**src/rtl/type1_node_dec_pkg.sv**
```systemverilog
// Shared definitions for the type-1 repetition node decoder: LLR width default,
// accumulator width derivation and FSM state encodings.
package type1_node_dec_pkg;

    localparam int unsigned LLR_W_DEF = 6;

    // Wide enough for LANES*MAX_BEATS/GROUPS full-scale LLRs, so the sum never wraps.
    function automatic int unsigned acc_width(input int unsigned llr_w,
                                              input int unsigned lanes,
                                              input int unsigned groups,
                                              input int unsigned max_beats);
        return llr_w + $clog2(lanes * max_beats / groups);
    endfunction

    typedef enum logic [1:0] {
        StIdle = 2'd0,
        StAcc  = 2'd1,
        StDone = 2'd2
    } state_e;

endpackage

```
**src/rtl/type1_grp_sum.sv**
```systemverilog
// Combinational per-beat reduction: sign-extends each lane and sums it into
// group (lane mod GROUPS). Lane 0 sits in the MSBs; group 0 output in the MSBs.
module type1_grp_sum #(
    parameter int unsigned LLR_W  = 6,
    parameter int unsigned LANES  = 8,
    parameter int unsigned GROUPS = 2,
    parameter int unsigned ACC_W  = 10
) (
    input  logic [LANES*LLR_W-1:0]  llr,
    output logic [GROUPS*ACC_W-1:0] sums
);

    logic [ACC_W-1:0] acc [GROUPS];
    logic [LLR_W-1:0] lane;

    always_comb begin
        for (int g = 0; g < GROUPS; g++) begin
            acc[g] = '0;
        end
        lane = '0;
        for (int k = 0; k < LANES; k++) begin
            lane = llr[(LANES-1-k)*LLR_W +: LLR_W];
            acc[k % GROUPS] = acc[k % GROUPS] + {{(ACC_W-LLR_W){lane[LLR_W-1]}}, lane};
        end
        for (int g = 0; g < GROUPS; g++) begin
            sums[(GROUPS-1-g)*ACC_W +: ACC_W] = acc[g];
        end
    end

endmodule

```
**src/rtl/type1_node_dec.sv**
```systemverilog
// Type-1 repetition node decoder: accumulates interleaved LLR groups over up to
// MAX_BEATS beats and reports per-group hard decisions. Define TYPE1_SUM_OUT_EN to expose sums.
module type1_node_dec
    import type1_node_dec_pkg::*;
#(
    parameter int unsigned LLR_W     = LLR_W_DEF,
    parameter int unsigned LANES     = 8,
    parameter int unsigned GROUPS    = 2,
    parameter int unsigned MAX_BEATS = 4,
    localparam int unsigned ACC_W    = acc_width(LLR_W, LANES, GROUPS, MAX_BEATS),
    localparam int unsigned CNT_W    = $clog2(MAX_BEATS) + 1
) (
    input  logic                         clk,
    input  logic                         rst_n,
    input  logic                         in_valid,
    output logic                         in_ready,
    input  logic [LANES*LLR_W-1:0]       in_llr,
    input  logic                         in_last,
    output logic                         out_valid,
    input  logic                         out_ready,
    output logic [GROUPS-1:0]            dec,
    output logic [LANES*MAX_BEATS-1:0]   bit_out,
    output logic [CNT_W-1:0]             nbeats,
`ifdef TYPE1_SUM_OUT_EN
    output logic                         ovf,
    output logic [GROUPS*ACC_W-1:0]      sum_out
`else
    output logic                         ovf
`endif
);

    localparam logic [CNT_W-1:0] MaxCnt = CNT_W'(MAX_BEATS);

    state_e                  state_q, state_d;
    logic [GROUPS*ACC_W-1:0] beat_sum;
    logic [ACC_W-1:0]        acc_q [GROUPS];
    logic [ACC_W-1:0]        acc_d [GROUPS];
    logic [CNT_W-1:0]        cnt_q, cnt_d;
    logic                    discard_q, discard_d;
    logic [GROUPS-1:0]       dec_q, dec_d;
    logic [CNT_W-1:0]        nbeats_q;
    logic                    ovf_q;
    logic                    accept, fold, start, done;

    type1_grp_sum #(
        .LLR_W  (LLR_W),
        .LANES  (LANES),
        .GROUPS (GROUPS),
        .ACC_W  (ACC_W)
    ) u_grp_sum (
        .llr  (in_llr),
        .sums (beat_sum)
    );

    assign in_ready  = (state_q != StDone);
    assign out_valid = (state_q == StDone);
    assign accept    = in_valid && in_ready;

    always_comb begin
        state_d   = state_q;
        cnt_d     = cnt_q;
        discard_d = discard_q;
        acc_d     = acc_q;
        fold      = 1'b0;
        start     = 1'b0;
        done      = 1'b0;
        dec_d     = '0;
        unique case (state_q)
            StIdle: begin
                // Tail of an overflowed node is swallowed here until its in_last.
                if (accept && discard_q) begin
                    if (in_last) discard_d = 1'b0;
                end else if (accept) begin
                    fold  = 1'b1;
                    start = 1'b1;
                end
            end
            StAcc:   fold = accept;
            StDone:  if (out_ready) state_d = StIdle;
            default: state_d = StIdle;
        endcase
        if (fold) begin
            cnt_d = start ? CNT_W'(1) : cnt_q + CNT_W'(1);
            for (int g = 0; g < GROUPS; g++) begin
                acc_d[g] = (start ? '0 : acc_q[g]) + beat_sum[(GROUPS-1-g)*ACC_W +: ACC_W];
            end
            done    = in_last || (cnt_d == MaxCnt);
            state_d = done ? StDone : StAcc;
            if (done) discard_d = !in_last;
        end
        for (int g = 0; g < GROUPS; g++) begin
            dec_d[GROUPS-1-g] = acc_d[g][ACC_W-1];
        end
    end

    always_ff @(posedge clk or negedge rst_n) begin
        if (!rst_n) begin
            state_q   <= StIdle;
            cnt_q     <= '0;
            discard_q <= 1'b0;
            dec_q     <= '0;
            nbeats_q  <= '0;
            ovf_q     <= 1'b0;
            for (int g = 0; g < GROUPS; g++) acc_q[g] <= '0;
        end else begin
            state_q   <= state_d;
            cnt_q     <= cnt_d;
            discard_q <= discard_d;
            acc_q     <= acc_d;
            if (done) begin
                dec_q    <= dec_d;
                nbeats_q <= cnt_d;
                ovf_q    <= !in_last;
            end
        end
    end

    // Bit i carries dec[i mod GROUPS] for the first nbeats*LANES positions.
    always_comb begin
        bit_out = '0;
        for (int i = 0; i < LANES*MAX_BEATS; i++) begin
            if (i < int'(nbeats_q) * int'(LANES)) bit_out[i] = dec_q[i % GROUPS];
        end
    end

    assign dec    = dec_q;
    assign nbeats = nbeats_q;
    assign ovf    = ovf_q;

`ifdef TYPE1_SUM_OUT_EN
    logic [GROUPS*ACC_W-1:0] sum_q, sum_d;

    always_comb begin
        sum_d = '0;
        for (int g = 0; g < GROUPS; g++) sum_d[(GROUPS-1-g)*ACC_W +: ACC_W] = acc_d[g];
    end

    always_ff @(posedge clk or negedge rst_n) begin
        if (!rst_n)    sum_q <= '0;
        else if (done) sum_q <= sum_d;
    end

    assign sum_out = sum_q;
`endif

endmodule

```
**config.mk**
```make
export PLATFORM = sky130hd
export DESIGN_NAME = type1_node_dec
export DESIGN_NICKNAME = d
export VERILOG_FILES = /design/src/rtl/type1_node_dec_pkg.sv /design/src/rtl/type1_grp_sum.sv /design/src/rtl/type1_node_dec.sv
export SDC_FILE = /design/constraint.sdc
export NUM_CORES = 1
export LEC_CHECK = 0
export ABC_AREA = 1
export ABC_CLOCK_PERIOD_IN_PS = 3950
export BUFFER_PORTS_ARGS = -buffer_cell sky130_fd_sc_hd__buf_2
export CORE_ASPECT_RATIO = 0.5
export CORE_MARGIN = 8
export CORE_UTILIZATION = 55
export DETAILED_ROUTE_END_ITERATION = 7
export PLACE_DENSITY_LB_ADDON = 0.05
export RECOVER_POWER = 50
export SLEW_MARGIN = 20
export SYNTH_ARGS = -nofsm -noshare
export SYNTH_HDL_FRONTEND = slang
export SYNTH_SLANG_ARGS = --single-unit
```
**constraint.sdc**
```tcl
create_clock -name clk -period 3.95 [get_ports clk]
set_clock_uncertainty 0.15 [all_clocks]
set_input_delay 0.79 -clock clk [delete_from_list [all_inputs] [get_ports clk]]
set_output_delay 0.79 -clock clk [all_outputs]
set_load 0.02 [all_outputs]
```
==> flow_summary.ini <==
[synthesis]
synth-simple-area-share_pct = 21.6
ys_warn_count = 0
synth_top_cell_by_area = dfrtp_1
ys_async_sr_fraction_pct = 100
synth_edf_count = 0
synth_cells = 491
synthAdderAreaFrac_pct = 30.7
synth_top_area_share_pct = 20.9
ys_top_cells_by_area = dfrtp_1, fa_1, nand2_1, ha_1, inv_1
synth_cell_type_count = 38
synth-seq-area-share_pct = 20.9
syn_avg_cell_area_sq_um = 7.79
synth_flop_cell = dfrtp_1
synth-xor-area-share_pct = 2.98
yosys_register_bits = 32
synthMuxAreaShare_pct = 0
synth_compound_area_share_pct = 7.79
syn_area_sq_mm = 0.00382
synth_top_family_by_area = adder cells
synthesis.nets = 615

[pwr]
power.density_mw_per_mm2 = 905
p_leak_uw = 0.00253
vdd_drop_max_mv = 0.293

[floorplanning]
core.rowCount = 21
core_area_sq_mm = 0.00670
dieArea_sq_mm = 0.0100
io_pins = 93
die_y_um = 75.0
dieWidth_um = 134
initial_utilization_pct = 57.1

[timing]
finalHoldViolations = 0
fmax_mhz = 267
drv_slew = 33
worst_pin_slew_ps = 1670
period_needed_ps = 3740
rsz0062_at_grt = false
fin_ws_ps = 205
fin_crit_sh_pct = 94.8
setup_viol = 0
slew-limit-headroom_pct = -11.5

[setup_path]
critPathArrivalTime_ps = 3710
crit_fanout = 8
r2r-start = state_q[0]
setup.worst_path.start = in_valid
critPathLaunchType = input port
r2r-end = acc_q[7]
critPathSlowestCell = fa_1
path_class = input port to register
crit_path_max_incr_delay_ps = 540
r2r_setup_slack_ps = 350
reg2reg_depth = 15
endpoint_kind = register
path_cells = buf_2 -> inv_1 -> nor2_4 -> nand2_4 -> nand2_1 -> fa_1 -> fa_1 -> inv_1 -> ha_1 -> fa_1 -> nand3_1 -> nand3_1 -> nand2_1 -> nand2_1 -> a21oi_1 -> xor2_1 -> o21ai_0
crit_required_ps = 3920

[routing]
routed_via_density = 4.70
wirelength_um = 8000
vias = 3127
wire_per_inst_um = 12.0
drc = 0
drt_iter0_drc = 137
dr.pass1.iters = 4
antenna_left = 0

[final_layout]
drive_gt1_share_pct = 20.2
syn2layout_area_growth_pct = 15.3
final_util_pct = 65.8
n_antenna_cell = 0
final_nets = 698

[clocking]
post_cts_buffers = 0
cts_tree = built
cts.clk_slew.worst_paths_ps = 50
cts_max_level = 2
cts_hold_buf = 0
cts_made_buffers = 5
cts_buffer_depth = 2
clkSinkCount = 32
clock-root-buffer = clkbuf_16
clock_latency_ps = 270

[job]
drv_cap = 1

[worst_hold_path]
hold_path_end = acc_q[11]
hold_depth = 2
min_from = acc_q[11]
hold_path_class = register to register

[grt]
grt_pass1_wl_um = 13700
grt_usage_pct = 16.6
antenna_found_initial = 0
grt_overflow = 0
grt_max_degree = 33
grt_pass1_vias = 3170

[placement]
gp_congestion = 0.908
pre_cts_slack_ps = -103
hpwl_um = 6860
io_buffers = 92

[status]
violations = max-capacitance violations, max-slew violations
status = finished with violations
==> layout make-up <==
cell class / count / area [sq um]
Clock buffer: 6 / 129
Tap cell: 92 / 115
Timing Repair Buffer: 106 / 541
Multi-Input combinational cell: 323 / 2420
Inverter: 106 / 400
Clock inverter: 1 / 5.00
Sequential cell: 32 / 801
Fill cell: 637 / 2290
==> power breakdown <==
part	switching (uW)	leakage, uW	internal (uW)
registers	96.5	0.000395	490
logic	1810	0.00207	1240
clock network	125	0.0000667	228
total	2030	0.00253	1960
==> metal layers <==
| metal | share of wire [%] | routed length, um | vias up | global-route usage (%) |
|---|---|---|---|---|
| li1 | - | - | 1648 | - |
| met1 | 50 | 4000 | 1410 | 21.2 |
| met2 | 43 | 3460 | 65 | 28.4 |
| met3 | 6.1 | 486 | 4 | 4.13 |
| met4 | 0.61 | 49 | 0 | 3.33 |
| met5 | 0 | 0 | - | 0 |
==> cell usage after synthesis, types with 2 or more instances <==
cell	n
fa_1	38
o21ai_0	13
nand3_1	25
or2_2	4
inv_1	103
nand3b_1	3
a21oi_2	2
nand2_4	2
xnor2_1	5
nor2_2	3
o22ai_1	2
a21oi_1	23
nand2_1	116
buf_4	25
clkbuf_1	3
dfrtp_1	32
nand2_2	4
ha_1	33
xor2_1	8
inv_2	3
nor3_1	4
nor2_1	21
nand4_1	4
==> cells by family after synthesis <==
family,count (synthesis)
compound gates,50
xor+xnor,13
fa+ha+maj,71
buf+inv,136
flops,32
simple gates,189
==> flip-flops by register name, indices dropped and copies added, names as in the netlist <==
signal     count
cnt_q          3
discard_q      1
nbeats         3
state_q        2
ovf            1
acc_q         20
dec            2
==> critical path: cells and delay by family <==
family | cells | cell delay (ps)
and+or+nand+nor | 7 | 630
xor gates and xnor gates | 1 | 170
buffers and inverters | 3 | 230
adders and majority gates | 4 | 1650
AOI/OAI and AO/OA | 2 | 240
==> metrics by stage <==
step / power (uW) / cells / hold WS [ps] / instance area [sq um] / TNS (ps)
after detailed placement: 3640 / 659 / 309 / 4290 / -160
after CTS: 4020 / 666 / 322 / 4420 / 0
final: 3990 / 666 / 322 / 4410 / 0
after floorplan: 2940 / 491 / 292 / 3820 / 0
after global routing: 4530 / 666 / 347 / 4410 / 0
after global placement: 3590 / 659 / 306 / 4290 / -40.5
==> repair_timing <==
action                                  CTS  global route
gates resized for setup                   0             3
endpoints found under the setup margin    0             4
hold endpoints to repair                  0             0
==> placed cells by master (no fill, tap or decap), types with 13 or more instances in the layout <==
cell	n
nand3_1	25
o21ai_0	13
fa_1	38
buf_4	13
a21oi_1	23
clkbuf_1	19
ha_1	33
nand2_1	116
dfrtp_1	32
nor2_1	22
buf_2	75
inv_1	103
==> how the worst max path moves through the flow <==
stage | slack [ps] | cells past startpoint | end
global placement | -40 | 17 | acc_q[7]
CTS | 170 | 17 | acc_q[8]
global route | 20 | 17 | acc_q[7]
detailed placement | -100 | 17 | acc_q[8]
floorplan | 40 | 17 | acc_q[7]
finish | 210 | 17 | acc_q[7]
Note: power is estimated with default switching activity, not from simulation.
